### config.mk
export PLATFORM = sky130hd
export DESIGN_NAME = sc_ulpi_pktgen
export DESIGN_NICKNAME = d
export VERILOG_FILES = /design/src/rtl/sc_ulpi_pktgen.sv
export SDC_FILE = /design/constraint.sdc
export NUM_CORES = 1
export LEC_CHECK = 0
export BUFFER_PORTS_ARGS = -buffer_cell sky130_fd_sc_hd__buf_2
export CORE_AREA = 5 5 98 100
export CTS_CLUSTER_SIZE = 24
export DETAILED_ROUTE_END_ITERATION = 8
export DIE_AREA = 0 0 103 105
export PLACE_DENSITY = 0.72
export RECOVER_POWER = 25
export SLEW_MARGIN = 10
export SYNTH_ARGS = -nofsm -noshare
export SYNTH_HDL_FRONTEND = slang
export SYNTH_SLANG_ARGS = --single-unit
### constraint.sdc
create_clock -name ULPICLK -period 7 [get_ports ULPICLK]
set_clock_uncertainty 0.2 [all_clocks]
set_input_delay 0.7 -clock ULPICLK [delete_from_list [all_inputs] [get_ports ULPICLK]]
set_output_delay 0.7 -clock ULPICLK [all_outputs]
set_load 0.05 [all_outputs]
### src/rtl/sc_ulpi_pktgen.sv
// sc_ulpi_pktgen: USB packet generator for the ULPI transmit path.
// Turns a transaction-layer request (PID plus address/endpoint, frame number
// or streamed payload) into the byte sequence that follows the PID on ULPI:
// tokens get a CRC5, data packets get a CRC16, and handshakes carry no bytes.
// Ports:
//   ULPICLK, ULPIRSTB          clock, asynchronous active-low reset
//   PKT_TX_START/ABORT         request a packet / abort the current one
//   PKT_TX_COMP/ERR            completion pulse, with error flag
//   PKT_TX_PID/ADR/EPN/FMN/NUM packet description
//   PKT_TX_DAT/_VALID/_READY   payload byte stream (READY is combinational)
//   TXD_REQ/ACK/CPD            packet request to the protocol engine
//   TXD_VALID/READY/LAST/DATA  byte stream to the protocol engine
module sc_ulpi_pktgen #(
  parameter int unsigned MAX_PKT = 1024,
  parameter int unsigned LEN_W   = 11
) (
  input  logic             ULPICLK,
  input  logic             ULPIRSTB,
  input  logic             PKT_TX_START,
  input  logic             PKT_TX_ABORT,
  output logic             PKT_TX_COMP,
  output logic             PKT_TX_ERR,
  input  logic [3:0]       PKT_TX_PID,
  input  logic [6:0]       PKT_TX_ADR,
  input  logic [3:0]       PKT_TX_EPN,
  input  logic [10:0]      PKT_TX_FMN,
  input  logic [LEN_W-1:0] PKT_TX_NUM,
  input  logic [7:0]       PKT_TX_DAT,
  input  logic             PKT_TX_DAT_VALID,
  output logic             PKT_TX_DAT_READY,
  output logic             TXD_REQ,
  input  logic             TXD_ACK,
  output logic [5:0]       TXD_CPD,
  output logic             TXD_VALID,
  input  logic             TXD_READY,
  output logic             TXD_LAST,
  output logic [7:0]       TXD_DATA
);

  localparam logic [LEN_W-1:0] MAX_NUM = LEN_W'(MAX_PKT);

  typedef enum logic [2:0] {
    S_IDLE, S_TOK1, S_TOK2, S_DATA, S_CRCL, S_CRCH, S_WAITACK
  } state_t;

  typedef enum logic [1:0] {C_TOKEN, C_SOF, C_DATA, C_HSK} pid_class_t;

  // CRCs are kept bit-reflected: bit 0 holds the highest-order coefficient,
  // so the complemented register is already in USB wire order.
  function automatic logic [4:0] crc5_field(input logic [10:0] field);
    logic [4:0] r;
    r = 5'h1F;
    for (int i = 0; i < 11; i++) begin
      if (r[0] ^ field[i]) r = (r >> 1) ^ 5'b10100;
      else                 r = r >> 1;
    end
    return r;
  endfunction

  function automatic logic [15:0] crc16_byte(input logic [15:0] c, input logic [7:0] b);
    logic [15:0] r;
    r = c;
    for (int i = 0; i < 8; i++) begin
      if (r[0] ^ b[i]) r = (r >> 1) ^ 16'hA001;
      else             r = r >> 1;
    end
    return r;
  endfunction

  state_t           state_q, state_d;
  logic [LEN_W-1:0] cnt_q, cnt_d;
  logic [15:0]      crc_q, crc_d;
  logic [7:0]       tok_q, tok_d;
  logic             req_q, req_d;
  logic [5:0]       cpd_q, cpd_d;
  logic             valid_q, valid_d;
  logic             last_q, last_d;
  logic [7:0]       data_q, data_d;
  logic             comp_q, comp_d;
  logic             err_q, err_d;

  pid_class_t  pid_class;
  logic        pid_legal;
  logic [10:0] tok_field;
  logic [4:0]  tok_crc;
  logic        beat_done;
  logic        slot_free;
  logic        dat_ready;

  // PID classification
  always_comb begin
    pid_class = C_HSK;
    pid_legal = 1'b1;
    case (PKT_TX_PID)
      4'b0001, 4'b1001, 4'b1101, 4'b0100: pid_class = C_TOKEN;
      4'b0101:                            pid_class = C_SOF;
      4'b0011, 4'b1011, 4'b0111, 4'b1111: pid_class = C_DATA;
      4'b0010, 4'b1010, 4'b1110, 4'b0110: pid_class = C_HSK;
      default:                            pid_legal = 1'b0;
    endcase
  end

  assign tok_field = (pid_class == C_SOF) ? PKT_TX_FMN : {PKT_TX_EPN, PKT_TX_ADR};
  assign tok_crc   = crc5_field(tok_field);
  assign beat_done = valid_q & TXD_READY;
  assign slot_free = ~valid_q | TXD_READY;
  // An abort in the same cycle wins, so the byte is not taken then.
  assign dat_ready = (state_q == S_DATA) && (cnt_q != '0) && slot_free && !PKT_TX_ABORT;

  // Next-state and next-output logic
  always_comb begin
    state_d = state_q;
    cnt_d   = cnt_q;
    crc_d   = crc_q;
    tok_d   = tok_q;
    req_d   = req_q;
    cpd_d   = cpd_q;
    valid_d = valid_q;
    last_d  = last_q;
    data_d  = data_q;
    comp_d  = 1'b0;
    err_d   = 1'b0;

    if (PKT_TX_ABORT && (state_q != S_IDLE)) begin
      state_d = S_IDLE;
      req_d   = 1'b0;
      valid_d = 1'b0;
      last_d  = 1'b0;
      data_d  = 8'h00;
      comp_d  = 1'b1;
      err_d   = 1'b1;
    end else begin
      case (state_q)
        S_IDLE: begin
          // The COMP cycle blocks a held START, giving a one-cycle gap.
          if (PKT_TX_START && !comp_q) begin
            if (!pid_legal || ((pid_class == C_DATA) && (PKT_TX_NUM > MAX_NUM))) begin
              comp_d = 1'b1;
              err_d  = 1'b1;
            end else begin
              req_d = 1'b1;
              cpd_d = {2'b00, PKT_TX_PID};
              case (pid_class)
                C_TOKEN, C_SOF: begin
                  data_d  = tok_field[7:0];
                  valid_d = 1'b1;
                  last_d  = 1'b0;
                  tok_d   = {~tok_crc, tok_field[10:8]};
                  state_d = S_TOK1;
                end
                C_DATA: begin
                  cnt_d   = PKT_TX_NUM;
                  crc_d   = 16'hFFFF;
                  state_d = S_DATA;
                end
                default: state_d = S_WAITACK;
              endcase
            end
          end
        end
        S_TOK1: begin
          if (beat_done) begin
            data_d  = tok_q;
            last_d  = 1'b1;
            state_d = S_TOK2;
          end
        end
        S_TOK2: begin
          if (beat_done) begin
            valid_d = 1'b0;
            last_d  = 1'b0;
            state_d = S_WAITACK;
          end
        end
        S_DATA: begin
          if (cnt_q == '0) begin
            if (slot_free) begin
              data_d  = ~crc_q[7:0];
              valid_d = 1'b1;
              state_d = S_CRCL;
            end
          end else if (dat_ready && PKT_TX_DAT_VALID) begin
            data_d  = PKT_TX_DAT;
            valid_d = 1'b1;
            crc_d   = crc16_byte(crc_q, PKT_TX_DAT);
            cnt_d   = cnt_q - LEN_W'(1);
          end else if (beat_done) begin
            // payload bubble: nothing new to present
            valid_d = 1'b0;
          end
        end
        S_CRCL: begin
          if (beat_done) begin
            data_d  = ~crc_q[15:8];
            last_d  = 1'b1;
            state_d = S_CRCH;
          end
        end
        S_CRCH: begin
          if (beat_done) begin
            valid_d = 1'b0;
            last_d  = 1'b0;
            state_d = S_WAITACK;
          end
        end
        S_WAITACK: begin
          if (TXD_ACK) begin
            req_d   = 1'b0;
            comp_d  = 1'b1;
            err_d   = 1'b0;
            state_d = S_IDLE;
          end
        end
        default: state_d = S_IDLE;
      endcase
    end
  end

  // State and output registers
  always_ff @(posedge ULPICLK or negedge ULPIRSTB) begin
    if (!ULPIRSTB) begin
      state_q <= S_IDLE;
      cnt_q   <= '0;
      crc_q   <= '0;
      tok_q   <= '0;
      req_q   <= 1'b0;
      cpd_q   <= '0;
      valid_q <= 1'b0;
      last_q  <= 1'b0;
      data_q  <= '0;
      comp_q  <= 1'b0;
      err_q   <= 1'b0;
    end else begin
      state_q <= state_d;
      cnt_q   <= cnt_d;
      crc_q   <= crc_d;
      tok_q   <= tok_d;
      req_q   <= req_d;
      cpd_q   <= cpd_d;
      valid_q <= valid_d;
      last_q  <= last_d;
      data_q  <= data_d;
      comp_q  <= comp_d;
      err_q   <= err_d;
    end
  end

  assign PKT_TX_COMP      = comp_q;
  assign PKT_TX_ERR       = err_q;
  assign PKT_TX_DAT_READY = dat_ready;
  assign TXD_REQ          = req_q;
  assign TXD_CPD          = cpd_q;
  assign TXD_VALID        = valid_q;
  assign TXD_LAST         = last_q;
  assign TXD_DATA         = data_q;

endmodule

==> metrics.yaml, run 1 <==
status:
  status: "complete, but fails checks"
  violations: "capacitance limit, slew limit"
worst_setup_path:
  worst_setup_path_start_kind: "register"
  crit_chain: "nor2b_1, and2_1, o21ai_0, a221oi_1, mux2_2"
  crit_type: "register to register"
  worstPathMaxFanout: 25
  critPathTopFamily: "simple AND/OR/NAND/NOR gates"
  cp.required_ns: 7.07
  crit_slowest_cell: "and2_1"
  arrival_ns: 3.48
  slowest_delay_ns: 0.88
  endpoint_kind: "register"
  path_buf_inv: 0
clocking:
  cts_made_buffers: 5
  cts_max_path_buffers: 2
  ctsHoldBuffers: 0
  clk_latency_ns: 0.31
  root_buffer: "clkbuf_8"
  ctsResizeCount: 0
  path_clk_slew_ns: 0.12
  cts_setup_buffers: 0
  htree_levels: 2
  clock-sinks: 55
  tritoncts: "yes"
routing:
  ant_nets: 0
  wire_per_inst_um: 17.1
  vias: 3251
  drtIter0Drc: 166
  drc: 0
  wl_um: 9600
  via_per_inst: 5.77
  first_pass_iters: 4
die:
  ios: 72
  dieArea_sq_um: 10800
  die_w_um: 103
  core_sq_um: 8590
  chipHeight_um: 105
  initial_core_util_pct: 43.5
  fp-row-count: 34
pwr:
  power_density_nw_per_um2: 425
  irDropWorstVdd_mv: 0.168
  pwr-share-comb_pct: 53.6
  seqPwrFrac_pct: 34.0
  p_switching_uw: 817
  p_clk_share_pct: 12.4
  p_int_uw: 975
  p_sw_share_pct: 45.6
  p_leak_uw: 0.00175
synth:
  synth_seq_area_share_pct: 36.8
  synth_edf_count: 0
  synth.distinct_cells: 55
  syn_inst: 401
  netlist_area_sq_um: 3740
  synth.largest_area_cell: "dfrtp_1"
  synth_top_area_share_pct: 36.8
  synth.yosys.warnings: 0
  avgSynthCellArea_sq_um: 9.32
  synth_async_sr_flop_share_pct: 100
  synth_seq_cells: 55
  synth.area.top_cells: "dfrtp_1 (37%), xnor2_1 (6.6%), mux2i_1 (4.6%)"
  synth_ff_type: "dfrtp_1"
cells_and_area:
  fillers: 810
  drive_gt1_share_pct: 22.6
  antenna_cells: 0
  syn2layout_area_growth_pct: 12.8
  layout.nets: 507
  layout.cells.non_filler: 563
timing:
  worst_pin_slew_ns: 3.06
  fin_crit_ns: 3.41
  finalHoldViolCount: 0
  rsz0062_at_grt: "no"
  drv_slew: 56
  period_share_pct: 48.8
  setup_violations: 0
  fin_ws_ns: 3.59
  max_slew_margin_pct: -104
  fmax_mhz: 293
  tns_ns: 0
worst_hold_path:
  hold_path.class: "register to register"
global_route:
  grt_max_degree: 56
  overflow: 0
  grt_pass1_vias: 3119
  grt_pass1_wl_um: 15600
  antenna_found_initial: 0
  grtUsageTotal_pct: 17.8
placement:
  dp.cells: 555
  gp_congestion: 0.829
  hpwl_um: 7290
  dp_slack_ns: 3.67
  io_buffer_count: 69
flow_run:
  maxCapViolations: 1
## worst reg2reg max path, delay by kind of cell (launching register included)
kind	cells	cell delay, ns
AND/OR/NAND/NOR	2	1.61
multiplexers	1	0.21
flip-flops	1	0.56
AO/OA/AOI/OAI	2	0.79
## worst paths after layout
kind	from	endpoint	cells after the start	slack, ns
min	TXD_CPD[1]	TXD_CPD[1]	2	0.30
min reg2reg	TXD_CPD[1]	TXD_CPD[1]	2	0.30
max in group asynchronous	ULPIRSTB	crc_q[4]	2	3.60
min in group asynchronous	ULPIRSTB	TXD_CPD[2]	2	1.28
max reg2reg	state_q[0]	TXD_DATA[7]	5	3.59
max	state_q[0]	TXD_DATA[7]	5	3.59
## cells by family (layout without fill, tap and decap cells)
group,after synthesis,count (layout),synth area share [%]
mux,29,29,8.17
other cells,1,2,0.100
compound gates,113,113,22.5
flops,55,55,36.8
buf+inv,34,87,4.28
simple gates,120,120,15.6
xor+xnor,48,48,12.2
fa+ha+maj,1,1,0.335
## metrics by stage
| step | power [uW] | utilization, % | cell area, sq um | hold slack [ns] |
|---|---|---|---|---|
| floorplan | 1360 | - | 3740 | 0.204 |
| global placement | 1550 | 47.8 | 4100 | 0.267 |
| detailed placement | 1570 | 47.8 | 4100 | 0.266 |
| CTS | 1790 | 49.1 | 4220 | 0.294 |
| global route | 1920 | 49.1 | 4220 | 0.327 |
| finish | 1790 | 49.1 | 4220 | 0.299 |
## sequential cells by signal (all words and copies together), names as in the netlist
name         count
TXD_REQ          1
tok_q            8
PKT_TX_ERR       1
state_q          3
TXD_VALID        1
crc_q           16
PKT_TX_COMP      1
cnt_q           11
TXD_DATA         8
TXD_LAST         1
TXD_CPD          4
## layout by cell type (no fill, tap or decap), types with 2 or more instances in the layout
cell	count
and3_1	2
a21o_1	3
xor2_1	16
a31oi_1	4
o31ai_1	2
a2bb2oi_1	9
nand4_1	3
and2_1	5
nand3_1	8
mux2_2	12
nand2b_1	10
conb_1	2
xor2_2	2
and4_1	2
nor2_1	37
a221oi_1	8
a21oi_1	18
nor2b_1	6
mux2i_1	17
dfrtp_1	55
a41oi_1	2
o22a_1	18
buf_2	69
inv_1	9
nand2_1	31
xnor2_1	28
clkbuf_8	5
nor4_1	5
o21ai_0	17
or2_2	2
a32oi_1	2
o311ai_0	2
nor3_1	5
a22o_1	8
a31o_2	2
o211ai_1	8
## routing by layer
layer	routed length, um	up-vias	GRT usage, %
met2	4600	93	27.9
met1	4330	1594	25.8
met4	69	0	3.89
met5	0	-	0
li1	-	1560	-
met3	602	4	2.93
## power groups by stage
stage	logic (uW)	clock network (uW)	registers, uW
final	961	223	609
after global routing	1040	242	629
after global placement	944	0	604
after detailed placement	959	0	611
after CTS	963	226	604
after floorplan	652	0	709
## cells in the mapped netlist (all sizes together) (8+ instances only)
| cell | number |
|---|---|
| a21oi | 19 |
| a221oi | 8 |
| a22o | 8 |
| a2bb2oi | 9 |
| buf | 16 |
| clkbuf | 9 |
| dfrtp | 55 |
| inv | 9 |
| mux2 | 12 |
| mux2i | 17 |
| nand2 | 32 |
| nand2b | 10 |
| nand3 | 8 |
| nor2 | 38 |
| o211ai | 9 |
| o21ai | 18 |
| o22a | 18 |
| xnor2 | 29 |
| xor2 | 18 |
## cell type report
class                      instances  area (sq um)  share of cell area (%)
multi-input combinational        313          2210                    52.3
clock inverter                     3          47.5                    1.13
tap                              108           135                    3.20
sequential                        55          1380                    32.6
inverter                           9          33.8                   0.801
clock buffer                       5          68.8                    1.63
timing repair buffer              70           349                    8.28
Note: power is estimated with default switching activity, not from simulation.
==> inputs of run 2 (changes only) <==
==> constraint.sdc (replaced) <==
create_clock -name ULPICLK -period 3.29 [get_ports ULPICLK]
set_clock_uncertainty 0.2 [all_clocks]
set_input_delay 0.329 -clock ULPICLK [delete_from_list [all_inputs] [get_ports ULPICLK]]
set_output_delay 0.329 -clock ULPICLK [all_outputs]
set_load 0.05 [all_outputs]
==> metrics.yaml, run 2 (synthesized netlist as in run 1, its figures left out) <==
global_route:
  grt_pass1_wl_um: 15500  # was 15600 um
  grt_max_degree: 38  # was 56
  overflow: 0  # unchanged
  antenna_found_initial: 0  # unchanged
  grt_pass1_vias: 3138  # was 3119
  grtUsageTotal_pct: 17.7  # was 17.8%
die:
  initial_core_util_pct: 43.5  # unchanged
  fp-row-count: 34  # unchanged
  core_sq_um: 8590  # unchanged
  chipHeight_um: 105  # unchanged
  die_w_um: 103  # unchanged
  ios: 72  # unchanged
  dieArea_sq_um: 10800  # unchanged
pwr:
  p_sw_share_pct: 46.5  # was 45.6%
  pwr-share-comb_pct: 55.6  # was 53.6%
  p_switching_uw: 1740  # was 817 uW
  p_leak_uw: 0.00172  # was 0.00175 uW
  p_int_uw: 2000  # was 975 uW
  p_clk_share_pct: 10.5  # was 12.4%
  seqPwrFrac_pct: 33.9  # was 34.0%
  p_total_uw: 3740  # was 1790 uW
  irDropWorstVdd_mv: 0.352  # was 0.168 mV
  power_density_nw_per_um2: 883  # was 425 nW/um^2
worst_setup_path:
  endpoint_kind: "register"  # unchanged
  worstPathMaxFanout: 13  # was 25
  arrival_ns: 2.74  # was 3.48 ns
  crit_type: "register to register"  # unchanged
  cp.required_ns: 3.36  # was 7.07 ns
  worst_setup_path_start_kind: "register"  # unchanged
flow_run:
  maxCapViolations: 0  # was 1
routing:
  vias: 3279  # was 3251
  wl_um: 9620  # was 9600 um
  wire_per_inst_um: 16.9  # was 17.1 um
  ant_nets: 0  # unchanged
  first_pass_iters: 5  # was 4
  drtIter0Drc: 228  # was 166
  drc: 0  # unchanged
  via_per_inst: 5.75  # was 5.77
cells_and_area:
  final_common_cell: "dfrtp_1"  # was buf_2
  syn2layout_area_growth_pct: 13.3  # was 12.8%
  layout.nets: 514  # was 507
  top_regs: "crc_q (16), cnt_q (11)"  # unchanged
  largest_register_ffs: 16  # unchanged
  layout_common_cells: "dfrtp_1 (55), buf_2 (54), nor2_1 (37)"  # was buf_2 (69), dfrtp_1 (55), nor2_1 (37)
  drive_gt1_share_pct: 20.6  # was 22.6%
  antenna_cells: 0  # unchanged
  design_area_sq_um: 4230  # was 4220 sq um
  regMostFlops: "crc_q"  # unchanged
timing:
  rsz0062_at_grt: "no"  # unchanged
  max_slew_margin_pct: 28.0  # was -104%
  worst_pin_slew_ns: 1.08  # was 3.06 ns
  setup_violations: 0  # unchanged
  fin_crit_ns: 2.67  # was 3.41 ns
  drv_slew: 0  # was 56
  hold_ws_ns: 0.0804  # was 0.299 ns
  tns_ns: 0  # unchanged
  fmax_mhz: 374  # was 293 MHz
  period_share_pct: 81.3  # was 48.8%
  finalHoldViolCount: 0  # unchanged
clocking:
  path_clk_slew_ns: 0.11  # was 0.12 ns
  tritoncts: "yes"  # unchanged
  cts_max_path_buffers: 2  # unchanged
  root_buffer: "clkbuf_8"  # unchanged
  cts_made_buffers: 5  # unchanged
  htree_levels: 2  # unchanged
  ctsHoldBuffers: 1  # was 0
  clk_latency_ns: 0.31  # about the same
  clock-sinks: 55  # unchanged
  ctsResizeCount: 0  # unchanged
  cts_setup_buffers: 0  # unchanged
placement:
  hpwl_um: 7360  # was 7290 um
  gp_congestion: 0.831  # was 0.829
  placed_area_sq_um: 4150  # was 4100 sq um
  io_buffer_count: 69  # unchanged
status:
  status: "completed"  # was complete, but fails checks
worst_hold_path:
  hold_path.class: "primary input to register"  # was register to register
run 2: layout make-up:
type,instances,area [sq um]
Multi-Input combinational cell,313,2210
Clock inverter,3,25.0
Timing Repair Buffer,77,389
Fill cell,844,4360
Sequential cell,55,1380
Clock buffer,5,68.8
Inverter,9,33.8
Tap cell,108,135
run 2: path summary, 6_finish.rpt:
check	from	to	slack, ns	cells past startpoint
max	state_q[0]	TXD_DATA[7]	0.62	6
min	PKT_TX_PID[2]	TXD_CPD[2]	0.08	2
max reg2reg	state_q[0]	TXD_DATA[7]	0.62	6
min reg2reg	TXD_CPD[1]	TXD_CPD[1]	0.29	2
max in group asynchronous	ULPIRSTB	crc_q[8]	1.29	3
min in group asynchronous	ULPIRSTB	cnt_q[9]	0.52	2
run 2: per-layer routing:
layer / wire length, um / global-route usage, % / vias up
li1: - / - / 1573
met1: 4460 / 25.1 / 1588
met2: 4490 / 28.5 / 110
met3: 567 / 2.53 / 8
met4: 103 / 3.79 / 0
met5: 0 / 0 / -
run 2: stage by stage:
step	setup WS [ns]	util (%)	instances
detailed placement	0.573	48.3	561
global route	0.444	49.3	570
global placement	0.709	48.3	561
CTS	0.632	49.5	570
floorplan	0.812	-	402
finish	0.616	49.3	570
run 2: power groups by stage:
stage          sequential [uW]  clock, uW  combinational, uW
6_report                  1270        391               2080
5_1_grt                   1310        431               2260
4_1_cts                   1260        404               2110
3_5_place_dp              1270          0               2100
3_3_place_gp              1270          0               2060
2_1_floorplan             1510          0               1390
run 2: critical path, cell delays in order (launching register included):
cell      delay, ns
dfrtp_1        0.60
nor2b_1        0.33
buf_4          0.24
and2_1         0.41
o21ai_0        0.28
a221oi_1       0.37
mux2_2         0.21
==> inputs of run 3 (changes only) <==
==> constraint.sdc (replaced) <==
create_clock -name ULPICLK -period 2.52 [get_ports ULPICLK]
set_clock_uncertainty 0.2 [all_clocks]
set_input_delay 0.252 -clock ULPICLK [delete_from_list [all_inputs] [get_ports ULPICLK]]
set_output_delay 0.252 -clock ULPICLK [all_outputs]
set_load 0.05 [all_outputs]
==> metrics.yaml, run 3 (synthesized netlist as in run 1, its figures left out) <==
status:
  status: "completed"  # unchanged
pwr:
  p_total_uw: 5040  # was 3740 uW
  irDropWorstVdd_mv: 0.486  # was 0.352 mV
  p_leak_uw: 0.00184  # was 0.00172 uW
  power_density_nw_per_um2: 1140  # was 883 nW/um^2
worst_setup_path:
  slowest_delay_ns: 0.41  # was 0.60 ns
  startpoint: "cnt_q[2]"  # was state_q[0]
  crit_type: "register to register"  # unchanged
  critPathCapture: "TXD_DATA[1]"  # was TXD_DATA[7]
  crit_chain: "nor4_2, and4_1, o21ai_0, a32oi_1, a21o_1, mux2_2"  # was nor2b_1, buf_4, and2_1, o21ai_0, a221oi_1, mux2_2
  arrival_ns: 2.49  # was 2.74 ns
  r2r_cells: 6  # unchanged
  cp.required_ns: 2.53  # was 3.36 ns
  crit_slowest_cell: "dfrtp_1"  # unchanged
  timing.rr.end: "TXD_DATA[1]"  # was TXD_DATA[7]
  endpoint_kind: "register"  # unchanged
  r2r_start: "cnt_q[2]"  # was state_q[0]
  worstPathMaxFanout: 8  # was 13
  worst_setup_path_start_kind: "register"  # unchanged
  r2r_slack_ns: 0.04  # was 0.62 ns
timing:
  setup_violations: 0  # unchanged
  worst_pin_slew_ns: 1.40  # was 1.08 ns
  fin_crit_ns: 2.48  # was 2.67 ns
  drv_slew: 0  # unchanged
  max_slew_margin_pct: 6.50  # was 28.0%
  period_share_pct: 98.4  # was 81.3%
  tns_ns: 0  # unchanged
  fmax_mhz: 403  # was 374 MHz
  finalHoldViolCount: 0  # unchanged
cells_and_area:
  design_area_sq_um: 4420  # was 4230 sq um
  final_common_cell: "buf_2"  # was dfrtp_1
  drive_gt1_share_pct: 24.9  # was 20.6%
  fillers: 817  # was 844
  regMostFlops: "crc_q"  # unchanged
  top_regs: "crc_q (16), cnt_q (11)"  # unchanged
  layout_common_cells: "buf_2 (58), dfrtp_1 (55), nor2_1 (36)"  # was dfrtp_1 (55), buf_2 (54), nor2_1 (37)
  syn2layout_area_growth_pct: 18.1  # was 13.3%
  antenna_cells: 0  # unchanged
  post-route-util_pct: 51.4  # was 49.3%
  layout.nets: 534  # was 514
  largest_register_ffs: 16  # unchanged
global_route:
  grt_max_degree: 56  # was 38
  overflow: 0  # unchanged
  antenna_found_initial: 0  # unchanged
  grt_pass1_vias: 3292  # was 3138
  grt_pass1_wl_um: 16200  # was 15500 um
  grtUsageTotal_pct: 18.3  # was 17.7%
placement:
  placed_area_sq_um: 4300  # was 4150 sq um
  gp_congestion: 0.874  # was 0.831
  hpwl_um: 7600  # was 7360 um
  io_buffer_count: 69  # unchanged
flow_run:
  maxCapViolations: 0  # unchanged
routing:
  wl_um: 9870  # was 9620 um
  vias: 3324  # was 3279
  drc: 0  # unchanged
  first_pass_iters: 5  # unchanged
  via_per_inst: 5.63  # was 5.75
  ant_nets: 0  # unchanged
  wire_per_inst_um: 16.7  # was 16.9 um
  drtIter0Drc: 222  # was 228
die:
  core_sq_um: 8590  # unchanged
  initial_core_util_pct: 43.5  # unchanged
  die_w_um: 103  # unchanged
  ios: 72  # unchanged
  fp-row-count: 34  # unchanged
  dieArea_sq_um: 10800  # unchanged
  chipHeight_um: 105  # unchanged
clocking:
  clock-sinks: 55  # unchanged
  cts_made_buffers: 5  # unchanged
  root_buffer: "clkbuf_8"  # unchanged
  htree_levels: 2  # unchanged
  path_clk_slew_ns: 0.11  # about the same
  clk_latency_ns: 0.32  # was 0.31 ns
  cts_max_path_buffers: 2  # unchanged
  tritoncts: "yes"  # unchanged
worst_hold_path:
  hold_path.class: "primary input to register"  # unchanged
==> run 3: changes by cell type in the layout (fill, tap and decap cells not counted), moves of 2 or more <==
| cell | change |
|---|---|
| buf_2 | +4 |
| buf_4 | +16 |
| clkbuf_1 | -4 |
| dlygate4sd3_1 | +2 |
==> run 3: final cells by class <==
| cell class | instances | area, sq um | share of cell area (%) |
|---|---|---|---|
| multi-input cells | 313 | 2220 | 50.2 |
| flip-flops and latches | 55 | 1380 | 31.2 |
| repair buffers | 97 | 559 | 12.7 |
| well taps | 108 | 135 | 3.06 |
| clock buffers | 5 | 68.8 | 1.56 |
| inverters | 9 | 33.8 | 0.765 |
| clock inverters | 3 | 25.0 | 0.567 |
==> run 3: stage by stage <==
stage                     cells  setup WS [ns]  hold WS [ns]
after floorplan             402         0.0417        -0.244
final                       590         0.0399        0.0142
after CTS                   590         0.0838       0.00290
after global routing        590       -0.00210        0.0154
after detailed placement    579         0.0999         0.239
after global placement      579          0.159         0.228
==> run 3: worst min path at each step <==
stage | start | end | slack, ns | cells past startpoint
4_1_cts | PKT_TX_PID[3] | TXD_CPD[3] | 0.003 | 2
3_5_place_dp | ULPIRSTB | cnt_q[7] | 0.24 | 2
5_1_grt | PKT_TX_PID[3] | TXD_CPD[3] | 0.02 | 2
2_1_floorplan | ULPIRSTB | PKT_TX_COMP | -0.24 | 0
3_3_place_gp | ULPIRSTB | cnt_q[9] | 0.23 | 2
6_report | PKT_TX_PID[3] | TXD_CPD[3] | 0.01 | 2
==> run 3: worst max-delay path, delay by kind of cell (launching register included) <==
kind             cells  cell delay [ns]
AND/OR/NAND/NOR      2             0.78
AO/OA/AOI/OAI        3             0.60
multiplexers         1             0.38
flip-flops           1             0.41
==> run 3: power breakdown <==
part | leakage [uW] | switching [uW] | internal, uW
Clock | 0.0000443 | 312 | 200
Sequential | 0.000622 | 363 | 1280
Combinational | 0.00117 | 1640 | 1240
Total | 0.00184 | 2310 | 2720
==> run 3: per-layer routing <==
layer / part of all wire (%) / GRT usage (%) / vias up / wire, um
met5: 0 / 0 / - / 0
li1: - / - / 1617 / -
met3: 5.1 / 2.73 / 5 / 506
met1: 46 / 26.0 / 1613 / 4580
met2: 48 / 29.5 / 89 / 4710
met4: 0.77 / 3.79 / 0 / 76
==> run 3: what timing repair did <==
| action | CTS | global route |
|---|---|---|
| buffers inserted | 0 | 0 |
| gates resized for setup | 0 | 3 |
| hold buffers | 3 | 0 |
| setup endpoints to repair | 0 | 2 |
| endpoints found under the hold margin | 57 | 0 |
